==> src/rtl/lcd_delay_timer.sv <==
// ============================================================================
// Module   : lcd_delay_timer
// Brief    : Programmable one-shot/periodic delay timer with four selectable
//            terminal counts for HD44780-style LCD init/command timing.
// Revision : 1.0 - initial release
// ============================================================================
`default_nettype none

module lcd_delay_timer #(
    parameter int unsigned CNT_WIDTH = 20,
    parameter int unsigned DLY0      = 750000,
    parameter int unsigned DLY1      = 205000,
    parameter int unsigned DLY2      = 82000,
    parameter int unsigned DLY3      = 2000
) (
    input  logic                 clk,
    input  logic                 reset,
    input  logic                 start,
    input  logic [1:0]           sel,
    input  logic                 mode,
    input  logic                 abort,
    output logic                 busy,
    output logic                 done,
    output logic [CNT_WIDTH-1:0] clk_cnt
);

    localparam longint unsigned C_CNT_MAX = (64'd1 << CNT_WIDTH) - 64'd1;

    localparam logic [0:0] ST_IDLE = 1'b0;
    localparam logic [0:0] ST_RUN  = 1'b1;

    localparam logic [CNT_WIDTH-1:0] C_TERM0 = CNT_WIDTH'(DLY0);
    localparam logic [CNT_WIDTH-1:0] C_TERM1 = CNT_WIDTH'(DLY1);
    localparam logic [CNT_WIDTH-1:0] C_TERM2 = CNT_WIDTH'(DLY2);
    localparam logic [CNT_WIDTH-1:0] C_TERM3 = CNT_WIDTH'(DLY3);

    // A terminal count that would be truncated by the counter is a build error.
    generate
        if ((longint'(DLY0) > C_CNT_MAX) || (longint'(DLY1) > C_CNT_MAX) ||
            (longint'(DLY2) > C_CNT_MAX) || (longint'(DLY3) > C_CNT_MAX)) begin : g_dly_range_err
            $error("lcd_delay_timer: a DLYn value does not fit in CNT_WIDTH bits");
        end
    endgenerate

    logic [0:0]           r_state;
    logic [CNT_WIDTH-1:0] r_term;
    logic                 r_mode;
    logic [CNT_WIDTH-1:0] w_sel_term;
    logic                 w_at_term;

    always_comb begin
        w_sel_term = C_TERM0;
        case (sel)
            2'd0:    w_sel_term = C_TERM0;
            2'd1:    w_sel_term = C_TERM1;
            2'd2:    w_sel_term = C_TERM2;
            default: w_sel_term = C_TERM3;
        endcase
    end

    assign w_at_term = (clk_cnt == r_term);
    assign busy      = (r_state == ST_RUN);

    // Priority: reset > abort > start > counting. Abort keeps the latched term/mode.
    always_ff @(posedge clk) begin
        if (reset) begin
            r_state <= ST_IDLE;
            r_term  <= C_TERM0;
            r_mode  <= 1'b0;
            clk_cnt <= '0;
            done    <= 1'b0;
        end else if (abort) begin
            r_state <= ST_IDLE;
            clk_cnt <= '0;
            done    <= 1'b0;
        end else if (start) begin
            r_state <= ST_RUN;
            r_term  <= w_sel_term;
            r_mode  <= mode;
            clk_cnt <= '0;
            done    <= 1'b0;
        end else if (r_state == ST_RUN) begin
            if (w_at_term) begin
                done    <= 1'b1;
                clk_cnt <= '0;
                if (!r_mode) begin
                    r_state <= ST_IDLE;
                end
            end else begin
                done    <= 1'b0;
                clk_cnt <= clk_cnt + CNT_WIDTH'(1);
            end
        end else begin
            done <= 1'b0;
        end
    end

endmodule

`default_nettype wire
==> config.mk <==
export PLATFORM = sky130hd
export DESIGN_NAME = lcd_delay_timer
export DESIGN_NICKNAME = d
export VERILOG_FILES = /design/src/rtl/lcd_delay_timer.sv
export SDC_FILE = /design/constraint.sdc
export NUM_CORES = 1
export LEC_CHECK = 0
export ABC_AREA = 1
export CAP_MARGIN = 20
export CORE_ASPECT_RATIO = 1.4
export CORE_MARGIN = 4
export CORE_UTILIZATION = 40
export CTS_CLUSTER_DIAMETER = 150
export CTS_CLUSTER_SIZE = 16
export DETAILED_ROUTE_END_ITERATION = 7
export HOLD_SLACK_MARGIN = 0.1
export PLACE_DENSITY_LB_ADDON = 0.08
export SETUP_SLACK_MARGIN = 0.5
export SLEW_MARGIN = 20
export SYNTH_ARGS = -nofsm -noshare
export SYNTH_HDL_FRONTEND = slang
export SYNTH_SLANG_ARGS = --single-unit
export TNS_END_PERCENT = 5
==> constraint.sdc <==
create_clock -name clk -period 1.4 [get_ports clk]
set_clock_uncertainty 0.15 [all_clocks]
set_input_delay 0.28 -clock clk [delete_from_list [all_inputs] [get_ports clk]]
set_output_delay 0.28 -clock clk [all_outputs]
set_load 0.02 [all_outputs]
# Yosys cells after proc, flatten, opt, wreduce, memory -nomap -nowiden
# Index checks and enable logic that the tools add are counted.
# word_totals
regBits	43
inputBits	7
output_inout_bits	22
elab_cells	23
# op_classes
n_addsub	1
eq_ne	3
n_mux	7
n_bitwise	2
n_reduce_logical	5
# op_table
op	count
one-hot mux 20 bit (3 select lines)	1
adder 20 x 1 -> 20 bit, second input constant	1
== test 20 bit	1
2-to-1 mux 20 bit	1
2-to-1 mux 1 bit	5
OR reduction 4 bit	1
OR reduction 3 bit	1
== test 2 x 1 -> 1 bit, second input constant	1
== test 2 bit, second input constant	1
logical NOT 2 bit	1
NOT 1 bit	2
AND reduction 2 bit	1
OR reduction 2 bit	1

# Depth between registers and ports, before layout
# Gate-level depths: netlist (run 1).
# depth
depth_word	4
depth_mapped	11
depth_no_buf	9

# Least setup slack after synthesis (run 1)
# No wires, ideal clock.
# synth_timing
path_type	register to register
from	register clk_cnt[12]
to	register clk_cnt[7]
setup_time_ps	116
arrival_time_ps	1386
required_time_ps	1134
setup_slack_ps	-252
path_stages_with_launch	12
path_buffers	2
synth_period_minus_slack_ps	1652
path_cell_list	dfxtp_1 -> buf_4 -> inv_1 -> nand2_1 -> nand2_1 -> nor2_1 -> nand2_1 -> nor2_1 -> nand3_2 -> nand2_4 -> buf_6 -> nor2_1
# synth_via
elab_chain_len	2
# synth_lines
element	line	source
start: declaration	24	output logic [CNT_WIDTH-1:0] clk_cnt
start signal: assignment	91	clk_cnt <= clk_cnt + CNT_WIDTH'(1);
== test 20 bit	61	assign w_at_term = (clk_cnt == r_term);
2-to-1 mux 20 bit	83	if (w_at_term) begin
# No other way between the ends.
# A chain may end at the register's enable or synchronous reset.

# Worst setup path in the final report (run 1)
# layout_timing
from	register clk_cnt[0]
to	register clk_cnt[17]
# layout_via
elab_chain_len	2
word_cells_on_any_way	3
# layout_lines
element	line
adder 20 x 1 -> 20 bit / == test 20 bit (equally long branches)	91, 61
2-to-1 mux 20 bit (*)	83
# Mark *: on every way between the ends. The rest lies on a longest branch, timed or not.

==> metrics.txt, run 1 <==
Tot GR Track Use=18.73%; setup_tns=-3.222 ns; ANT cells=0; DP Wirelength=approximately 3.7 mm; syn avg cell area=~7 sq um; total CTS buffers=5; max-slew violation count=0; f_max=635.0 MHz; post-layout instance area=0.002998 sq mm; initial antenna violation count=0; failing checks=negative setup slack; crit path max fanout=4; total cell area at the placement stage=0.002594 sq mm; Reg clk slew, reported paths=0.07 ns; DRT antenna net count=0; synthesized cell area=0.001813 sq mm; setup repair after global routing missed its margin=yes; final setup violation count=23; Final Hold Viols=0; effective utilization at floorplan=42.07%; drt drc=0; H-tree lvl count=2; Die Area=0.005689 sq mm; flops & latches, synth=33; Mapped Cells=between 200 and 300; Seq/Total Area, Yosys=a little over a third; IO buf count=28; Clock Tree Buf Depth=2; Worst IR Drop VDD=0.5307 mV; Leak=0.001297 uW; Setup crit end kind=flop; commonest non-fill, non-tap cells in the layout=nand2_1, buf_4, nor2_1, buf_6, inv_1; relative slew slack=83.17%; Max Cap Viol=0; vias in the first global route=~1800; FILL cells=381; YS warnings=0; ratio of cells with drive above 1 in the final layout=~47%; final worst path period share=112.5%; most common cell after layout, fill and taps aside=nand2_1; total number of vias=1904; Layout Nets=373; Syn Nets=282; pwr/cell area=626.6 mW/mm^2; cells on worst reg2reg path=8; Routed WL=slightly above 5 mm; Distinct cells, synth=26; Hold Path Stages=3; drt wl/cell=12.17 um; GRT overflow=0; Hold WS=0.1712 ns; clk sinks=33; drt initial violations=80; worst slew pin tran=0.2512 ns; min cycle time layout=approximately 1.6 ns; Hold Startpoint=abort; Chip Width=64.90 um; Row Count=28; Final GP Congestion=between 0.8 and 0.9; First-pass DRT Iterations=4; core area=0.004309 sq mm; CP arrival=~1.7 ns; Setup CP Type=flop to flop; WHS Endpoint=busy; Die H=87.66 um; reg2reg start=clk_cnt[0]; Post-CTS Hold Buffers=0; Area Overhead vs Synth=65.36%; routed vias/inst=4.555; Clock Latency Late Sink=around 0.29 ns; Hold WC Path Type=input port to flop; CP required=1.47 ns; r2r setup slk=-0.17 ns; I/O pin total=29; reg-to-reg critical path endpoint=clk_cnt[17]; CTS tree=built; Startpoint Class=flop; first-pass GRT wire length=slightly above 8 mm; root buf cell=clkbuf_8; status=finished, violations left; Final WS setup=-0.1748 ns; largest net degree at the start of global routing=18
## cells by family after synthesis
| kind of cell | count (synthesis) | synth area share (%) |
|---|---|---|
| AO/OA/AOI/OAI | 23 | 6.832 |
| XOR/XNOR | 14 | 6.763 |
| adder cells (fa/ha/maj) | 9 | 6.211 |
| buffers and inverters | 41 | 9.316 |
| flip-flops | 33 | 36.44 |
| AND/OR/NAND/NOR | 146 | 34.44 |
## cell usage after synthesis
cell,n,area [sq um]
o221ai_1,1,8.760
xor2_1,14,122.6
buf_6,1,11.26
nor2_2,5,31.28
nand3_2,1,10.01
o21ai_1,1,5.000
or2_2,1,6.260
a21oi_1,10,50.05
nor3_1,4,20.02
nand3_1,10,50.05
inv_1,34,127.6
nor3_4,1,16.27
clkbuf_1,1,3.750
nand2_4,1,11.26
ha_1,9,112.6
clkinv_1,1,3.750
o211ai_1,2,15.01
dfxtp_1,33,660.6
o21ai_0,9,45.04
nand4_1,2,12.51
nor3b_1,1,7.510
inv_2,2,7.510
nand2_1,72,270.3
nand4_2,1,12.51
nor2_1,47,176.4
buf_4,2,15.01
## cell type report
type	instances	area [sq um]	share of cell area [%]
Sequential cell	33	726.9	24.25
Multi-Input combinational cell	194	1222	40.78
Tap cell	60	75.07	2.504
Timing Repair Buffer	86	738.2	24.62
Inverter	37	152.6	5.092
Clock inverter	2	10.01	0.3339
Clock buffer	6	72.57	2.421
## sequential cells by signal, summed over array words and instances (netlist names)
signal   cells
busy         1
r_term      10
r_mode       1
clk_cnt     20
done         1
## metal layers
metal | part of all wire [%] | track usage (%)
met5 | 0 | 0
met4 | 1.8 | 7.115
met3 | 2.2 | 3.081
met2 | 55 | 34.64
met1 | 41 | 21.29
## worst max-delay path by stage
stage | slack, ns | start | to
finish | -0.17 | clk_cnt[0] | clk_cnt[17]
global route | -0.30 | clk_cnt[0] | clk_cnt[14]
CTS | -0.19 | clk_cnt[1] | clk_cnt[7]
detailed placement | -0.39 | abort | clk_cnt[0]
global placement | -0.36 | abort | clk_cnt[0]
floorplan | -0.10 | clk_cnt[0] | clk_cnt[7]
## through the flow
stage | std cells | setup WS, ns | power, uW | util [%]
after floorplan | 266 | -0.1048 | 1072 | -
after global placement | 403 | -0.3611 | 1157 | 60.19
after detailed placement | 403 | -0.3936 | 1162 | 60.19
after CTS | 411 | -0.1895 | 1860 | 63.27
after global routing | 418 | -0.3008 | 1969 | 69.57
final | 418 | -0.1748 | 1878 | 69.57
## critical path, cell delays in order, from the launching register on
cell and delay [ns]:
dfxtp_4 0.38, buf_4 0.12, nand3_4 0.07, buf_4 0.15
nor3_4 0.21, nand4_2 0.14, o21ai_1 0.14, nand2_1 0.06
nor2_1 0.09
## report_power, final
part	switching, uW	total (uW)	internal (uW)
clock network	365	710	345
registers	17.2	950	933
logic	116	218	102
## timing repair
| item | CTS | global route |
|---|---|---|
| pin swaps | 4 | 25 |
| cloned | 0 | 2 |
| setup buffers | 0 | 5 |
| setup endpoints to repair | 55 | 55 |
| gates resized for setup | 109 | 102 |
Note: power is estimated with default switching activity, not from simulation.
==> inputs of run 2 (changes only) <==
==> constraint.sdc (replaced) <==
create_clock -name clk -period 1.8 [get_ports clk]
set_clock_uncertainty 0.15 [all_clocks]
set_input_delay 0.36 -clock clk [delete_from_list [all_inputs] [get_ports clk]]
set_output_delay 0.36 -clock clk [all_outputs]
set_load 0.02 [all_outputs]
==> run 2 against run 1 <==
The run now ends clean. Count of clock-buffer cells in the layout did not move. Critical path type unchanged. Clock power fell by 2%. Critical endpoint is now clk_cnt[12]. Combinational power fell by 38%. Global-route usage rose by 0.16 points. Maximum frequency rose by 0.29%.
==> metrics.txt, run 2 (same netlist as run 1, synthesis figures left out) <==
status=finished clean; post-layout instance area=0.002532 sq mm (-16%); crit path max fanout=8 (+4); worst slew pin tran=0.2789 ns (+0.02778 ns); Post-Place Worst Slack=-0.07182 ns (+0.3217 ns); total number of vias=1730 (-9.1%); FILL cells=445 (+17%); r2r setup slk=0.23 ns (+0.40 ns); Hold WC Path Type=flop to flop; I/O pin total=29 (unchanged); total cell area at the placement stage=0.002248 sq mm (-13%); relative slew slack=81.34% (-1.8 points); Leak=0.001104 uW (-15%); max reg flops=20 (unchanged); Top Registers=clk_cnt (20), r_term (10); max-slew violation count=0 (unchanged); Hold Path Stages=2 (-1); final setup violation count=0 (-100%); Worst IR Drop VDD=0.3600 mV (-32%); Tot GR Track Use=18.90% (+0.16 points); Final WS setup=0.2297 ns (+0.4045 ns); Max Cap Viol=0 (unchanged); total CTS buffers=5 (unchanged); clk sinks=33 (unchanged); Clock Latency Late Sink=0.29 ns (about the same); Reg clk slew, reported paths=0.08 ns (about the same); Die Area=0.005689 sq mm (unchanged); drt initial violations=127 (+59%); effective utilization at floorplan=42.07% (unchanged); Clock Tree Buf Depth=2 (unchanged); Multi-input gate area=0.001129 sq mm (-7.7%); ratio of cells with drive above 1 in the final layout=24.28% (-23 points); Startpoint Class=flop; initial antenna violation count=0 (unchanged); Setup CP Type=flop to flop; drt wl/cell=12.86 um (+5.6%); CP arrival=1.61 ns (-0.04 ns); GRT overflow=0 (unchanged); routed vias/inst=4.638 (+1.8%); root buf cell=clkbuf_8; Setup crit end kind=flop; core area=0.004309 sq mm (unchanged); Most flops, register=clk_cnt; setup_tns=0 ns (+3.222 ns); Row Count=28 (unchanged); commonest non-fill, non-tap cells in the layout=nand2_1, nor2_1, inv_1, dlygate4sd2_1, xor2_1; crit path cell chain=inv_4 > ha_4 > nand3_4 > nor2_4 > nand2_2 > nor2_4 > nand3_4 > nand2_8 > nor2_1; H-tree lvl count=2 (unchanged); drt drc=0 (unchanged); f_max=636.8 MHz (+0.29%); Chip Width=64.90 um (unchanged); reg2reg start=clk_cnt[1]; Final Hold Viols=0 (unchanged); CP required=1.84 ns (+0.37 ns); pwr/cell area=620.1 mW/mm^2 (-1.0%); IO buf count=28 (unchanged); end of the critical path=clk_cnt[12]; most common cell after layout, fill and taps aside=nand2_1; DP Wirelength=3.429 mm (-7.1%); Routed WL=4.795 mm (-5.8%); DRT antenna net count=0 (unchanged); slowest CP cell=dfxtp_4; final worst path period share=87.24% (-25 points); reg-to-reg critical path endpoint=clk_cnt[12]; CTS tree=built; min cycle time layout=1.570 ns (-0.004485 ns); cells on worst reg2reg path=9 (+1); vias in the first global route=1715 (-5.7%); Area Overhead vs Synth=39.68%; final core utilization=58.77% (-11 points); Final GP Congestion=0.9097 (+5.7%); max incr delay on CP=0.37 ns (about the same); First-pass DRT Iterations=4 (unchanged); largest net degree at the start of global routing=12 (-6); first-pass GRT wire length=8.162 mm (-0.75%); Storage cell area=716.9 sq um (-1.4%); Layout Nets=328 (-12%); setup repair after global routing missed its margin=yes; Die H=87.66 um (unchanged); critical path startpoint=clk_cnt[1]; ANT cells=0 (unchanged)
## run 2: worst max-delay path: cells and delay by family (launching register included)
kind / cells / cell delay, ns
flops: 1 / 0.37
simple gates: 7 / 0.74
fa+ha+maj: 1 / 0.14
buf+inv: 1 / 0.06
## run 2: area by class of cell
type	instances	share of cell area, %
clock buffers	6	2.866
clock inverters	2	1.334
inverters	37	5.731
multi-input cells	194	44.57
flip-flops and latches	33	28.31
well taps	60	2.964
repair buffers	40	14.08
repair inverters	1	0.1482
## run 2: report_power, final
part / switching, uW / internal [uW] / leakage [uW]
clock network: 287 / 409 / 0.0000528
registers: 11.3 / 729 / 0.000281
logic: 77.3 / 57.5 / 0.000769
## run 2: per-stage QoR
step	total power (uW)	instances	hold WS, ns
4_1_cts	1579	369	0.3263
2_1_floorplan	833.7	266	0.2791
5_1_grt	1639	373	0.3699
3_3_place_gp	880.0	357	0.2962
3_5_place_dp	881.3	357	0.3170
6_report	1570	373	0.3285
## run 2: worst min-delay path by stage
stage            from         end  slack, ns
5_1_grt        r_mode      r_mode       0.37
3_5_place_dp   r_mode      r_mode       0.32
2_1_floorplan   reset  r_term[10]       0.28
4_1_cts        r_mode      r_mode       0.33
6_report       r_mode      r_mode       0.33
3_3_place_gp   r_mode      r_mode       0.30
## run 2: metal layers
metal	track usage, %	up-vias	wire length, um
met5	0	-	0
met4	9.423	0	82
met3	4.108	7	183
met2	32.31	33	2571
met1	22.17	775	1957
li1	-	915	-
## run 2: what timing repair did
item / 4_1_cts / 5_1_grt
hold buffers: 0 / 0
pin swaps: 7 / 10
resized for setup: 44 / 22
endpoints found under the setup margin: 54 / 55
buffers inserted: 2 / 3
gates cloned: 2 / 1
